**src/rtl/rect_pkg.sv**
```systemverilog
// Shared definitions for the corner requester and the rectilinearization path:
// corner indices, corner-bus slice offsets and the requester state encoding.
package rect_pkg;

  localparam int unsigned COORD_W = 10;
  localparam int unsigned NUM_CORNERS = 4;

  localparam logic [1:0] CORNER_TL = 2'd0;
  localparam logic [1:0] CORNER_TR = 2'd1;
  localparam logic [1:0] CORNER_BL = 2'd2;
  localparam logic [1:0] CORNER_BR = 2'd3;

  // Bus is packed MSB first as x0,y0,x1,y1,x2,y2,x3,y3.
  function automatic int unsigned corner_x_lsb(input logic [1:0] idx, input int unsigned w);
    return (32'd7 - 32'd2 * 32'(idx)) * w;
  endfunction

  function automatic int unsigned corner_y_lsb(input logic [1:0] idx, input int unsigned w);
    return (32'd6 - 32'd2 * 32'(idx)) * w;
  endfunction

  localparam int unsigned X0_LSB = 7 * COORD_W;
  localparam int unsigned Y0_LSB = 6 * COORD_W;
  localparam int unsigned X1_LSB = 5 * COORD_W;
  localparam int unsigned Y1_LSB = 4 * COORD_W;
  localparam int unsigned X2_LSB = 3 * COORD_W;
  localparam int unsigned Y2_LSB = 2 * COORD_W;
  localparam int unsigned X3_LSB = 1 * COORD_W;
  localparam int unsigned Y3_LSB = 0;

  typedef enum logic [2:0] {
    ST_IDLE   = 3'd0,
    ST_REQ    = 3'd1,
    ST_WAIT   = 3'd2,
    ST_CHECK  = 3'd3,
    ST_STREAM = 3'd4
  } req_state_e;

endpackage

```
**src/rtl/corner_order_check.sv**
```systemverilog
// Combinational sanity check of corner geometry: TL left of TR, BL left of BR,
// TL above BL and TR above BR (unsigned, strict).
module corner_order_check
  import rect_pkg::*;
#(
  parameter int unsigned COORD_W = rect_pkg::COORD_W
) (
  input  logic [8*COORD_W-1:0] corners,
  output logic                 ok
);

  logic [COORD_W-1:0] x_tl, x_tr, x_bl, x_br;
  logic [COORD_W-1:0] y_tl, y_tr, y_bl, y_br;

  assign x_tl = corners[corner_x_lsb(CORNER_TL, COORD_W) +: COORD_W];
  assign x_tr = corners[corner_x_lsb(CORNER_TR, COORD_W) +: COORD_W];
  assign x_bl = corners[corner_x_lsb(CORNER_BL, COORD_W) +: COORD_W];
  assign x_br = corners[corner_x_lsb(CORNER_BR, COORD_W) +: COORD_W];
  assign y_tl = corners[corner_y_lsb(CORNER_TL, COORD_W) +: COORD_W];
  assign y_tr = corners[corner_y_lsb(CORNER_TR, COORD_W) +: COORD_W];
  assign y_bl = corners[corner_y_lsb(CORNER_BL, COORD_W) +: COORD_W];
  assign y_br = corners[corner_y_lsb(CORNER_BR, COORD_W) +: COORD_W];

  assign ok = (x_tl < x_tr) && (x_bl < x_br) && (y_tl < y_bl) && (y_tr < y_br);

endmodule

```
**src/rtl/corner_requester.sv**
```systemverilog
// Drives the corner detector start/done handshake with a timeout, checks the
// captured corner ordering and streams the four corners over valid/ready.
module corner_requester
  import rect_pkg::*;
#(
  parameter int unsigned COORD_W = rect_pkg::COORD_W,
  parameter int unsigned TIMEOUT = 1024
) (
  input  logic                 clk,
  input  logic                 rst_n,
  input  logic                 frame_go,
  output logic                 det_start,
  input  logic                 det_done,
  input  logic [8*COORD_W-1:0] det_corners,
  output logic                 busy,
  output logic                 corner_valid,
  input  logic                 corner_ready,
  output logic [1:0]           corner_idx,
  output logic [COORD_W-1:0]   corner_x,
  output logic [COORD_W-1:0]   corner_y,
  output logic                 corner_last,
  output logic                 err_timeout,
  output logic                 err_order
);

  localparam int unsigned BUS_W = 8 * COORD_W;
  localparam int unsigned CNT_W = $clog2(TIMEOUT);
  localparam logic [CNT_W-1:0] CNT_LAST = CNT_W'(TIMEOUT - 1);

  req_state_e         state_q, state_d;
  logic [CNT_W-1:0]   cnt_q, cnt_d;
  logic [BUS_W-1:0]   cap_q, cap_d;
  logic               det_start_q, det_start_d;
  logic               busy_q, busy_d;
  logic               valid_q, valid_d;
  logic [1:0]         idx_q, idx_d;
  logic [COORD_W-1:0] x_q, x_d;
  logic [COORD_W-1:0] y_q, y_d;
  logic               last_q, last_d;
  logic               err_to_q, err_to_d;
  logic               err_or_q, err_or_d;

  logic               order_ok;
  logic [1:0]         next_idx;
  logic [COORD_W-1:0] slot_x [NUM_CORNERS];
  logic [COORD_W-1:0] slot_y [NUM_CORNERS];

  corner_order_check #(
    .COORD_W (COORD_W)
  ) u_order_check (
    .corners (cap_q),
    .ok      (order_ok)
  );

  for (genvar g = 0; g < NUM_CORNERS; g++) begin : g_slot
    assign slot_x[g] = cap_q[corner_x_lsb(2'(g), COORD_W) +: COORD_W];
    assign slot_y[g] = cap_q[corner_y_lsb(2'(g), COORD_W) +: COORD_W];
  end

  assign next_idx = idx_q + 2'd1;

  always_comb begin
    state_d     = state_q;
    cnt_d       = cnt_q;
    cap_d       = cap_q;
    det_start_d = 1'b0;
    valid_d     = 1'b0;
    idx_d       = idx_q;
    x_d         = x_q;
    y_d         = y_q;
    last_d      = 1'b0;
    err_to_d    = 1'b0;
    err_or_d    = 1'b0;

    unique case (state_q)
      ST_IDLE: begin
        if (frame_go) begin
          state_d     = ST_REQ;
          det_start_d = 1'b1;
        end
      end
      ST_REQ: begin
        cnt_d   = '0;
        state_d = ST_WAIT;
      end
      ST_WAIT: begin
        // A done on the final count takes priority over the timeout.
        if (det_done) begin
          cap_d   = det_corners;
          state_d = ST_CHECK;
        end else if (cnt_q == CNT_LAST) begin
          err_to_d = 1'b1;
          state_d  = ST_IDLE;
        end else begin
          cnt_d = cnt_q + CNT_W'(1);
        end
      end
      ST_CHECK: begin
        if (!order_ok) begin
          err_or_d = 1'b1;
          state_d  = ST_IDLE;
        end else begin
          state_d = ST_STREAM;
          valid_d = 1'b1;
          idx_d   = CORNER_TL;
          x_d     = slot_x[CORNER_TL];
          y_d     = slot_y[CORNER_TL];
        end
      end
      ST_STREAM: begin
        valid_d = 1'b1;
        last_d  = last_q;
        if (corner_ready) begin
          if (idx_q == CORNER_BR) begin
            valid_d = 1'b0;
            last_d  = 1'b0;
            state_d = ST_IDLE;
          end else begin
            idx_d  = next_idx;
            x_d    = slot_x[next_idx];
            y_d    = slot_y[next_idx];
            last_d = (next_idx == CORNER_BR);
          end
        end
      end
      default: state_d = ST_IDLE;
    endcase

    busy_d = (state_d != ST_IDLE);
  end

  always_ff @(posedge clk or negedge rst_n) begin
    if (!rst_n) begin
      state_q     <= ST_IDLE;
      cnt_q       <= '0;
      cap_q       <= '0;
      det_start_q <= 1'b0;
      busy_q      <= 1'b0;
      valid_q     <= 1'b0;
      idx_q       <= '0;
      x_q         <= '0;
      y_q         <= '0;
      last_q      <= 1'b0;
      err_to_q    <= 1'b0;
      err_or_q    <= 1'b0;
    end else begin
      state_q     <= state_d;
      cnt_q       <= cnt_d;
      cap_q       <= cap_d;
      det_start_q <= det_start_d;
      busy_q      <= busy_d;
      valid_q     <= valid_d;
      idx_q       <= idx_d;
      x_q         <= x_d;
      y_q         <= y_d;
      last_q      <= last_d;
      err_to_q    <= err_to_d;
      err_or_q    <= err_or_d;
    end
  end

  assign det_start    = det_start_q;
  assign busy         = busy_q;
  assign corner_valid = valid_q;
  assign corner_idx   = idx_q;
  assign corner_x     = x_q;
  assign corner_y     = y_q;
  assign corner_last  = last_q;
  assign err_timeout  = err_to_q;
  assign err_order    = err_or_q;

endmodule

```
**config.mk**
```make
export PLATFORM = sky130hd
export DESIGN_NAME = corner_requester
export DESIGN_NICKNAME = d
export VERILOG_FILES = /design/src/rtl/rect_pkg.sv /design/src/rtl/corner_order_check.sv /design/src/rtl/corner_requester.sv
export SDC_FILE = /design/constraint.sdc
export NUM_CORES = 1
export LEC_CHECK = 0
export ABC_AREA = 1
export CAP_MARGIN = 20
export CORE_ASPECT_RATIO = 0.8
export CORE_MARGIN = 2
export CORE_UTILIZATION = 33
export DETAILED_ROUTE_END_ITERATION = 10
export PLACE_DENSITY_LB_ADDON = 0.2
export SLEW_MARGIN = 20
export SYNTH_ARGS = -nofsm -noshare
export SYNTH_HDL_FRONTEND = slang
export SYNTH_HIERARCHICAL = 1
export SYNTH_SLANG_ARGS = --single-unit
```
**constraint.sdc**
```tcl
create_clock -name clk -period 5.15 [get_ports clk]
set_input_delay 0.7725 -clock clk [delete_from_list [all_inputs] [get_ports clk]]
set_output_delay 0.7725 -clock clk [all_outputs]
set_load 0.05 [all_outputs]
```
==> metrics.md <==
| Metric | Value |
|---|---|
| First-pass GRT wire length | `~31000 um` |
| TNS Setup | `0 ns` |
| Switching share of power | `a little under half` |
| Arr. time, crit path | `2.03 ns` |
| Post-cts resize count | `0` |
| Max-cap violations | `0` |
| Clock Power Share | `20.8%` |
| IO Count | `between 100 and 150` |
| Antenna violations before repair | `0` |
| Final worst slack | `around 2.3 ns` |
| Post-synth top area share | `about 44%` |
| Fin area | `approximately 8700 um2` |
| Max Clk Rate | `357 MHz` |
| Worst Setup Start Kind | `flip-flop` |
| Vias in the first global route | `between 5000 and 6000` |
| Ant diodes | `0` |
| Max VDD drop | `about 320 uV` |
| Post-Synth Adder-Cell Area | `7.10%` |
| Element type at the critical path end | `output pin` |
| Root buf cell | `clkbuf_16` |
| Post-route antenna net violation count | `0` |
| CTS tree | `done` |
| RSZ-0062 raised after global routing | `false` |
| Post-DP HPWL | `13700 um` |
| Combinational power share | `47.0%` |
| Footprint of the multi-input gates | `around 3200 um2` |
| Int Pwr | `roughly 3000 uW` |
| Syn Area/Cell | `a little over 7 um2` |
| H-tree Lvls | `4` |
| Clock Latency Late Sink | `~0.42 ns` |
| Dpl ws | `around 2.5 ns` |
| Largest family of logic cells by synthesized area | `simple AND/OR/NAND/NOR gates` |
| Register Area | `~3000 um2` |
| Switching power | `2460 uW` |
| Distinct cell type count after synthesis | `30` |
| Synth Instances | `between 900 and 1000` |
| XOR/XNOR Fraction of Synth Area | `less than 1%` |
| Yosys Warn Count | `6` |
| Period utilisation layout | `roughly 54%` |
| Synth Area in Simple Gates | `between 30% and 40%` |
| Clock Path Buffers | `2` |
| Layout cell share with drive strength beyond 1 | `under 10%` |
| Total gr overflow | `0` |
| Slew headroom | `between 40% and 50%` |
| Largest net degree at the start of global routing | `around 120` |
| PortBufs | `roughly 110` |
| Worst-Margin Slew | `around 0.83 ns` |
| Initial drt markers | `460` |
| Leak | `between 0.004 and 0.005 uW` |
| Synth Net Count | `1085` |
| Final Max Slew Viols | `0` |
| Setup Crit Path Kind | `flip-flop to output pin` |
| Postcts setup bufs | `0` |
| Final hold vios | `0` |
| Largest cells by area after synthesis | `dfrtp_1 44%, nand2_1 26%, ha_1 7.1%, inv_1 4.8%, nor2_1 4.0%` |
| DR WL/cell | `between 10 and 15 um` |
| Crit path max fanout | `37` |
| Synth Cell Area | `~6900 um2` |
| Yosys reg bits | `121` |
| Nets | `approximately 1200` |
| CTS Buf Count | `17` |
| Rows | `between 40 and 50` |
| Total wire length | `around 19000 um` |
| Vias | `between 5000 and 6000` |
| Via/cell ratio | `4.46` |
| Multiplexer share of the synthesized area | `0%` |
| Pwr dens | `between 600 and 700 nW/um2` |
| Die Height | `133 um` |
| Number of clock sinks | `approximately 120` |
| Die Wd | `between 150 and 200 um` |
| Drt first pass iters | `4` |
| Core footprint | `20600 um2` |
| Area grow syn2layout | `26.3%` |
| Die area | `between 20000 and 25000 um2` |
| Cts hold-fix bufs | `0` |
| Fill cells | `roughly 2100` |
| Flop pwr share | `32.2%` |
| Final setup violation count | `0` |
| Routability cong. | `~0.8` |
| DRC | `0` |
| Register area share after synthesis | `between 40% and 50%` |
| Reg clk slew, reported paths | `approximately 0.06 ns` |
| Global Route Usage Sum | `18.6%` |
| Placed Area | `8130 um2` |
| Synth Area in Compound Gates | `around 5.4%` |
| Yosys top cell by area | `dfrtp_1` |
| Status | `finished, final reports clean` |
| Required @ worst endpoint | `4.38 ns` |
| Fin crit period | `2.80 ns` |
| Initial Util | `about a third` |
| Clock Skew | `approximately 0.0086 ns` |
| Worst min-delay path class | `primary input to asynchronous set/reset pin` |
[power by group through the flow]
| stage | Clock, uW | Sequential, uW | Combinational [uW] |
|---|---|---|---|
| finish | 1120 | 1730 | 2530 |
| global route | 1180 | 1790 | 2900 |
| CTS | 1140 | 1730 | 2540 |
| detailed placement | 0 | 1740 | 2530 |
| global placement | 0 | 1740 | 2510 |
| floorplan | 0 | 1870 | 1670 |
[critical path, cell delays in order (launching register included)]
cell and delay [ns]:
dfrtp_1 0.32, buf_4 0.38, clkdlybuf4s50_1 0.89
[synthesized netlist by cell type (all sizes together)]
| cell type | count |
|---|---|
| nand4 | 1 |
| nor3 | 1 |
| dfrtp | 121 |
| clkbuf | 6 |
| xnor2 | 1 |
| inv | 92 |
| o21ai | 33 |
| nor3b | 1 |
| nand3b | 1 |
| or2 | 2 |
| ha | 39 |
| xor2 | 1 |
| a21oi | 11 |
| nand3 | 29 |
| o211ai | 19 |
| nor2 | 76 |
| a21boi | 1 |
| nand2 | 493 |
| buf | 33 |
[layout by cell type, fill, tap and decap left out, types with 6 or more instances in the layout]
master,Yosys,layout
dfrtp_1,121,121
nand3_1,28,28
nand2_2,8,9
clkbuf_16,0,17
o21ai_0,28,28
nor2_1,73,73
buf_4,2,6
a21oi_1,11,11
nand2_1,485,484
ha_1,39,39
o211ai_1,19,19
clkdlybuf4s50_1,0,111
inv_1,87,87
[routing by layer]
metal	track usage [%]	wire length (um)
met5	0	0
met4	5.65	216
met3	3.54	1120
met2	25.0	7630
met1	29.6	10500
[logic make-up (layout without fill, tap and decap cells)]
logic type,count (synthesis),count (layout)
compound gates,64,64
fa+ha+maj,39,39
buf+inv,131,242
xor+xnor,2,2
simple gates,604,604
flops,121,121
[metrics by stage]
| stage | power [uW] | hold slack [ns] | instances | util, % |
|---|---|---|---|---|
| floorplan | 3530 | 0.465 | 961 | - |
| global placement | 4250 | 0.470 | 1309 | 39.5 |
| detailed placement | 4270 | 0.468 | 1309 | 39.5 |
| CTS | 5420 | 0.481 | 1341 | 42.2 |
| global route | 5870 | 0.513 | 1341 | 42.2 |
| finish | 5380 | 0.418 | 1341 | 42.2 |
[final timing paths]
check,to,startpoint,slack (ns),cells past startpoint
max,corner_idx[0],corner_idx[0]$_DFFE_PN0P_,2.35,2
min,cnt_q[3]$_DFFE_PN0P_,rst_n,0.42,2
max reg2reg,corner_x[7]$_DFFE_PN0P_,corner_idx[0]$_DFFE_PN0P_,2.52,8
min reg2reg,corner_y[2]$_DFFE_PN0P_,corner_y[2]$_DFFE_PN0P_,0.48,2
max in group asynchronous,cap_q[53]$_DFFE_PN0P_,rst_n,4.18,2
min in group clk,corner_y[2]$_DFFE_PN0P_,corner_y[2]$_DFFE_PN0P_,0.48,2
[state kept, by name (all words and copies together), names as in the netlist]
register	cells
cnt_q	10
corner_last	1
det_start	1
busy	1
cap_q	80
corner_idx	2
corner_y	10
state_q	3
err_timeout	1
corner_x	10
err_order	1
corner_valid	1
[cell type report]
cell class | count | area share (%)
multi-input cells | 709 | 37.4
flip-flops and latches | 121 | 34.9
repair buffers | 118 | 13.6
clock buffers | 24 | 5.44
inverters | 92 | 4.01
well taps | 269 | 3.88
clock inverters | 8 | 0.822
Note: power is estimated with default switching activity, not from simulation.
